<file path="src/rtl/tank_pkg.sv">
// Shared definitions for the tank game datapath blocks.
//   - one-hot direction codes used by tank and bullet logic
//   - visible screen size
//   - bullet FSM state type
//   - box_on_screen(): true when a square box of edge `size` with top-left (x,y)
//     lies fully inside the visible area
package tank_pkg;

  localparam int SCREEN_W = 640;
  localparam int SCREEN_H = 480;

  localparam logic [3:0] DIR_UP    = 4'b0001;
  localparam logic [3:0] DIR_DOWN  = 4'b0010;
  localparam logic [3:0] DIR_LEFT  = 4'b0100;
  localparam logic [3:0] DIR_RIGHT = 4'b1000;

  typedef enum logic [1:0] {
    IDLE,
    FLY,
    COOLDOWN
  } bullet_state_t;

  // Far edges are widened to 12 bits so x+size cannot wrap back into range.
  function automatic logic box_on_screen(input logic signed [10:0] x,
                                         input logic signed [10:0] y,
                                         input int unsigned       size);
    logic signed [11:0] x_end;
    logic signed [11:0] y_end;
    x_end = 12'(x) + $signed(12'(size));
    y_end = 12'(y) + $signed(12'(size));
    return (x >= 11'sd0) && (y >= 11'sd0) &&
           (x_end <= $signed(12'(SCREEN_W))) &&
           (y_end <= $signed(12'(SCREEN_H)));
  endfunction

endpackage

</file>
<file path="src/rtl/bullet_spawn_calc.sv">
// Combinational muzzle-position calculator.
// Ports:
//   tank_x, tank_y  in  10  tank top-left, px
//   tank_dir        in  4   one-hot facing direction
//   spawn_x/y       out 11  signed bullet top-left at the muzzle
//   spawn_ok        out 1   direction is one-hot and the spawn box is fully on-screen
module bullet_spawn_calc
  import tank_pkg::*;
#(
  parameter int TANK_SIZE   = 32,
  parameter int BULLET_SIZE = 8
) (
  input  logic [9:0]         tank_x,
  input  logic [9:0]         tank_y,
  input  logic [3:0]         tank_dir,
  output logic signed [10:0] spawn_x,
  output logic signed [10:0] spawn_y,
  output logic               spawn_ok
);

  // Centres the bullet across the tank edge it leaves from.
  localparam logic signed [10:0] OFS = 11'((TANK_SIZE - BULLET_SIZE) / 2);
  localparam logic signed [10:0] TS  = 11'(TANK_SIZE);
  localparam logic signed [10:0] BS  = 11'(BULLET_SIZE);

  logic signed [10:0] tx;
  logic signed [10:0] ty;

  assign tx = $signed({1'b0, tank_x});
  assign ty = $signed({1'b0, tank_y});

  always_comb begin
    spawn_x = tx + OFS;
    spawn_y = ty + OFS;
    case (tank_dir)
      DIR_UP:    spawn_y = ty - BS;
      DIR_DOWN:  spawn_y = ty + TS;
      DIR_LEFT:  spawn_x = tx - BS;
      DIR_RIGHT: spawn_x = tx + TS;
      default: ;
    endcase
    spawn_ok = $onehot(tank_dir) && box_on_screen(spawn_x, spawn_y, BULLET_SIZE);
  end

endmodule

</file>
<file path="src/rtl/bullet_ctrl.sv">
// Per-tank bullet controller feeding the sprite renderer.
// Spawns a bullet at the muzzle on a fire press, steps it every frame_tick,
// retires it on screen exit or hit, then holds off new shots for a cooldown.
// Ports:
//   vga_clk        in   1   pixel clock
//   reset          in   1   synchronous, active-high
//   frame_tick     in   1   one pulse per frame
//   fire           in   1   fire button level, rising edge requests a shot
//   tank_x/y       in   10  tank top-left, px
//   tank_dir       in   4   one-hot tank direction
//   hit            in   1   collision pulse, honoured only in flight
//   bullet_x/y     out  10  bullet top-left, PARK when inactive
//   bullet_dir     out  4   direction latched at spawn, 0 when inactive
//   bullet_active  out  1   bullet in flight
//   fire_ack       out  1   pulse on the spawn cycle
// All outputs come straight from registers.
module bullet_ctrl
  import tank_pkg::bullet_state_t, tank_pkg::IDLE, tank_pkg::FLY,
         tank_pkg::DIR_UP, tank_pkg::DIR_DOWN, tank_pkg::DIR_LEFT,
         tank_pkg::DIR_RIGHT, tank_pkg::box_on_screen;
#(
  parameter int         TANK_SIZE   = 32,
  parameter int         BULLET_SIZE = 8,
  parameter int         SPEED       = 4,
  parameter int         COOLDOWN    = 16,
  parameter logic [9:0] PARK        = 10'h3F0
) (
  input  logic       vga_clk,
  input  logic       reset,
  input  logic       frame_tick,
  input  logic       fire,
  input  logic [9:0] tank_x,
  input  logic [9:0] tank_y,
  input  logic [3:0] tank_dir,
  input  logic       hit,
  output logic [9:0] bullet_x,
  output logic [9:0] bullet_y,
  output logic [3:0] bullet_dir,
  output logic       bullet_active,
  output logic       fire_ack
);

  localparam int CNT_W = (COOLDOWN > 1) ? $clog2(COOLDOWN + 1) : 1;
  localparam logic signed [10:0] STEP = 11'(SPEED);

  bullet_state_t      state_q, state_d;
  logic [9:0]         x_q, x_d;
  logic [9:0]         y_q, y_d;
  logic [3:0]         dir_q, dir_d;
  logic               act_q, act_d;
  logic               ack_q, ack_d;
  logic [CNT_W-1:0]   cnt_q, cnt_d;
  logic               fire_q;

  logic               fire_req;
  logic signed [10:0] spawn_x, spawn_y;
  logic               spawn_ok;
  logic signed [10:0] cur_x, cur_y, nxt_x, nxt_y;
  logic               retire;
  logic               unused_sign;

  bullet_spawn_calc #(
    .TANK_SIZE   (TANK_SIZE),
    .BULLET_SIZE (BULLET_SIZE)
  ) u_spawn (
    .tank_x   (tank_x),
    .tank_y   (tank_y),
    .tank_dir (tank_dir),
    .spawn_x  (spawn_x),
    .spawn_y  (spawn_y),
    .spawn_ok (spawn_ok)
  );

  // Sign bits are only needed for the bounds test inside the calculator.
  assign unused_sign = spawn_x[10] ^ spawn_y[10];

  assign fire_req = fire & ~fire_q;

  assign cur_x = $signed({1'b0, x_q});
  assign cur_y = $signed({1'b0, y_q});

  always_comb begin
    nxt_x = cur_x;
    nxt_y = cur_y;
    case (dir_q)
      DIR_UP:    nxt_y = cur_y - STEP;
      DIR_DOWN:  nxt_y = cur_y + STEP;
      DIR_LEFT:  nxt_x = cur_x - STEP;
      DIR_RIGHT: nxt_x = cur_x + STEP;
      default: ;
    endcase
  end

  always_comb begin
    state_d = state_q;
    x_d     = x_q;
    y_d     = y_q;
    dir_d   = dir_q;
    act_d   = act_q;
    ack_d   = 1'b0;
    cnt_d   = cnt_q;
    retire  = 1'b0;

    case (state_q)
      IDLE: begin
        // A rejected request is simply dropped; the edge is not remembered.
        if (fire_req && spawn_ok) begin
          state_d = FLY;
          x_d     = spawn_x[9:0];
          y_d     = spawn_y[9:0];
          dir_d   = tank_dir;
          act_d   = 1'b1;
          ack_d   = 1'b1;
        end
      end
      FLY: begin
        // hit takes precedence over a same-cycle frame step.
        if (hit) begin
          retire = 1'b1;
        end else if (frame_tick) begin
          if (box_on_screen(nxt_x, nxt_y, BULLET_SIZE)) begin
            x_d = nxt_x[9:0];
            y_d = nxt_y[9:0];
          end else begin
            retire = 1'b1;
          end
        end
      end
      // The COOLDOWN parameter shares its name with this state, so the
      // literal is reached through the package.
      tank_pkg::COOLDOWN: begin
        if (cnt_q == '0) begin
          state_d = IDLE;
        end else if (frame_tick) begin
          cnt_d = cnt_q - 1'b1;
        end
      end
      default: state_d = IDLE;
    endcase

    if (retire) begin
      state_d = tank_pkg::COOLDOWN;
      x_d     = PARK;
      y_d     = PARK;
      dir_d   = '0;
      act_d   = 1'b0;
      cnt_d   = CNT_W'(COOLDOWN);
    end
  end

  always_ff @(posedge vga_clk) begin
    if (reset) begin
      state_q <= IDLE;
      x_q     <= PARK;
      y_q     <= PARK;
      dir_q   <= '0;
      act_q   <= 1'b0;
      ack_q   <= 1'b0;
      cnt_q   <= '0;
      // Preset high so a button held through reset is not seen as a press.
      fire_q  <= 1'b1;
    end else begin
      state_q <= state_d;
      x_q     <= x_d;
      y_q     <= y_d;
      dir_q   <= dir_d;
      act_q   <= act_d;
      ack_q   <= ack_d;
      cnt_q   <= cnt_d;
      fire_q  <= fire;
    end
  end

  assign bullet_x      = x_q;
  assign bullet_y      = y_q;
  assign bullet_dir    = dir_q;
  assign bullet_active = act_q;
  assign fire_ack      = ack_q;

endmodule

</file>
<file path="config.mk">
export PLATFORM = sky130hd
export DESIGN_NAME = bullet_ctrl
export DESIGN_NICKNAME = d
export VERILOG_FILES = /design/src/rtl/tank_pkg.sv /design/src/rtl/bullet_spawn_calc.sv /design/src/rtl/bullet_ctrl.sv
export SDC_FILE = /design/constraint.sdc
export NUM_CORES = 1
export LEC_CHECK = 0
export CELL_PAD_IN_SITES_DETAIL_PLACEMENT = 0
export CELL_PAD_IN_SITES_GLOBAL_PLACEMENT = 2
export CORE_MARGIN = 4
export CORE_UTILIZATION = 31
export DETAILED_ROUTE_END_ITERATION = 7
export PLACE_DENSITY_LB_ADDON = 0.1
export SLEW_MARGIN = 5
export SYNTH_ARGS = -nofsm -noshare
export SYNTH_HDL_FRONTEND = slang
export SYNTH_SLANG_ARGS = --single-unit
</file>
<file path="constraint.sdc">
create_clock -name vga_clk -period 5.6 [get_ports vga_clk]
set_input_delay 0.84 -clock vga_clk [delete_from_list [all_inputs] [get_ports vga_clk]]
set_output_delay 0.84 -clock vga_clk [all_outputs]
set_load 0.05 [all_outputs]
</file>
==> results of run 1 <==
## registers in the layout (all words and copies together), names as in the netlist
name / count
fire_q: 1
bullet_dir: 4
fire_ack: 1
bullet_x: 10
bullet_y: 10
bullet_active: 1
cnt_q: 5
state_q: 2
## Yosys cell counts, drive strengths merged, types with 4 or more instances
cell / number / area share
a2111oi: 7 / 0.020
a211o: 4 / 0.0081
a211oi: 5 / 0.0087
a21o: 5 / 0.0087
a21oi: 34 / 0.043
a31oi: 7 / 0.010
and2: 4 / 0.0058
and3: 4 / 0.0058
buf: 12 / 0.017
clkbuf: 15 / 0.013
dfxtp: 34 / 0.16
ha: 41 / 0.12
inv: 34 / 0.030
mux2: 5 / 0.013
mux2i: 25 / 0.058
nand2: 48 / 0.042
nand2b: 11 / 0.016
nand3: 28 / 0.032
nand4: 5 / 0.0072
nor2: 39 / 0.034
nor2b: 4 / 0.0058
nor3: 29 / 0.036
nor4: 4 / 0.0058
o2111ai: 6 / 0.012
o211ai: 9 / 0.016
o21a: 6 / 0.010
o21ai: 20 / 0.025
o221ai: 4 / 0.0081
o31ai: 7 / 0.012
o32ai: 4 / 0.0081
or2: 8 / 0.012
or3: 7 / 0.010
xnor2: 17 / 0.034
xor2: 11 / 0.022
## worst register-to-register path, delay by kind of cell, from the launching register on
kind            cells  cell delay, ns
compound gates      5            1.55
simple gates        6            1.48
fa+ha+maj           2            0.88
flops               1            0.32
buf+inv             1            0.27
mux                 1            0.23
## what timing repair did
item | in CTS | in global routing
setup endpoints to repair | 0 | 1
hold buffers | 0 | 0
gates resized for setup | 0 | 1
setup buffers | 0 | 0
## layout make-up
type	instances	area share
Sequential cell	34	0.129
Timing Repair Buffer	72	0.128
Multi-Input combinational cell	468	0.641
Tap cell	176	0.0417
Clock buffer	5	0.0237
Clock inverter	3	0.0130
Inverter	34	0.0242
## metal layers
metal / wire, um / share of wire
met2: 6170 / 0.45
met3: 428 / 0.031
met1: 7070 / 0.51
met5: 0 / 0
met4: 116 / 0.0084
## how the worst min path moves through the flow
| stage | start | endpoint | slack, ns | depth (start not counted) |
|---|---|---|---|---|
| 2_1_floorplan | cnt_q[1] | cnt_q[1] | 0.50 | 2 |
| 3_3_place_gp | bullet_active | bullet_active | 0.48 | 2 |
| 3_5_place_dp | bullet_active | bullet_active | 0.48 | 2 |
| 4_1_cts | bullet_active | bullet_active | 0.50 | 2 |
| 5_1_grt | bullet_active | bullet_active | 0.52 | 2 |
| 6_report | bullet_active | bullet_active | 0.49 | 2 |
## metrics by stage
| step | hold WS (ns) | instances |
|---|---|---|
| detailed placement | 0.479 | 784 |
| floorplan | 0.504 | 563 |
| global route | 0.522 | 792 |
| CTS | 0.495 | 792 |
| finish | 0.494 | 792 |
| global placement | 0.478 | 784 |
## logic make-up after synthesis
group                      count (synthesis)  synth area share
and+or+nand+nor                          208             0.246
AOI/OAI and AO/OA                        158             0.277
xor gates and xnor gates                  28            0.0568
muxes                                     30            0.0710
adders and majority gates                 44             0.133
DFF                                       34             0.158
buffers and inverters                     61            0.0597
## power by group
part           leakage (nW)  internal (W)  total [W]  switching [W]
Combinational          1.61     0.0000979   0.000230       0.000132
Sequential            0.275      0.000245   0.000249     0.00000390
Clock                0.0940      0.000256   0.000371       0.000116
==> out/metrics.yaml, run 1 <==
worst_setup_path:
  arrival_ns: 5.23
  crit_path_end_kind: "flip-flop"
  r2r_setup_slack_ns: 0.72
  ff2ff_path_depth: 15
  critPathTopFamily: "simple AND/OR/NAND/NOR gates"
  reg2reg_to: "bullet_y[4]"
  cpMaxStageDelayCell: "or4_1"
  critPathLaunchType: "primary input"
  crit_buf_inv: 3
  max_stage_delay_ns: 0.59
  cp.depth: 17
  crit_chain: "clkdlybuf4s50_1 > inv_1 > ha_1 > nand2_2 > nor2_1 > or4_1 > ha_1 > nor3_1 > o2111ai_1 > o211ai_1 > a2111oi_0 > or4_1 > a21oi_1 > o21bai_2 > buf_4 > mux2i_1 > nand3_1"
  cp_max_fo: 15
  endpoint: "bullet_y[4]"
  worst-setup-path-type: "in2reg"
  crit_path_start: "tank_dir[2]"
  crit_required_ns: 5.75
  worstReg2RegStart: "bullet_dir[0]"
sta:
  fin_skew_ns: 0.00510
  rsz0062_at_grt: "false"
  relSlewSlack: 0.431
  tns_ns: 0
  setup_viol: 0
  max_freq_ghz: 0.197
  hold_viol: 0
  fin_crit_sh: 0.906
  min_period_ns: 5.08
  slew_violations: 0
  timing.final.ws_setup_ns: 0.524
  worstMarginPinSlew_ns: 0.831
worst_hold_path:
  hold_class: "reg2reg"
drt:
  num_vias: 4384
  via_per_inst: 5.54
  drc_errors: 0
  first_iter_violations: 293
  wl_mm: 13.8
  route.detailed.wl_per_inst_um: 17.4
  antenna_left: 0
  first_pass_iters: 4
grt:
  antenna_found_initial: 0
  grt_start_max_net_pins: 24
  met3_usage: 0.0203
  grt_pass1_wl_mm: 22.6
  grt_busiest_layer: "met2"
  grt_usage: 0.172
  met1_usage: 0.251
  overflow: 0
  grt_pass1_vias: 4224
  use_met2: 0.274
cells_and_area:
  layout_commonest_cell: "clkdlybuf4s50_1"
  area_growth_pct: 22.4
  layout_common_cells: "clkdlybuf4s50_1 (54), nand2_1 (47), ha_1 (41)"
  finalInstanceArea_mm2: 0.00528
  fillers: 1423
  nets: 688
  multiInputGateArea_mm2: 0.00338
  n_antenna_cell: 0
  final-seq-area_um2: 681
  fin_util: 0.393
  drive_gt1_frac: 0.0844
floorplan:
  initial_utilization: 0.321
  fp.coreArea_mm2: 0.0135
  rows: 42
  ios: 55
  dieArea_mm2: 0.0159
  die_h_um: 126
  die_w_um: 126
yosys:
  syn_inst: 563
  ys.warnings.count: 0
  synth_ff_type: "dfxtp_1"
  avgSynthCellArea_um2: 7.67
  async_reset_ff_frac: 0
  synth_seq_cells: 34
  synth_edf_count: 0
  netlist-cell-type-count: 78
  synthesis.nets: 636
  syn_area_mm2: 0.00432
  ys_seq_area_frac: 0.158
cts:
  cts-root-buf: "clkbuf_16"
  path_clk_slew_ns: 0.06
  clock_latency_ns: 0.29
  clock_sinks: 34
  clockBufferDepth: 2
  numCtsBuffers: 5
  cts_tree: "yes"
  htreeDepth: 2
power_and_ir_drop:
  p_leak_nw: 1.98
  total_power_w: 0.000851
  peakVddDrop_uv: 86.4
  powerDensity_mw_per_mm2: 161
placed_design:
  numPortBuffers: 54
  placed_area_mm2: 0.00508
  hpwl_mm: 11.0
  gp_congestion: 0.797
  pre_cts_ws_ns: 0.261
job:
  maxCapViolations: 0
run_status:
  status: "finished, final reports clean"
(Power assumes the default switching activity.)
==> run 2: changes to the inputs <==
--- a/config.mk
+++ b/config.mk
@@ -10,6 +10,7 @@
 export CORE_MARGIN = 4
 export CORE_UTILIZATION = 31
 export DETAILED_ROUTE_END_ITERATION = 7
+export GPL_ROUTABILITY_DRIVEN = 0
 export PLACE_DENSITY_LB_ADDON = 0.1
 export SLEW_MARGIN = 5
 export SYNTH_ARGS = -nofsm -noshare
==> results of run 2 <==
The final DEF is identical to that of run 1; final timing and power are the same.
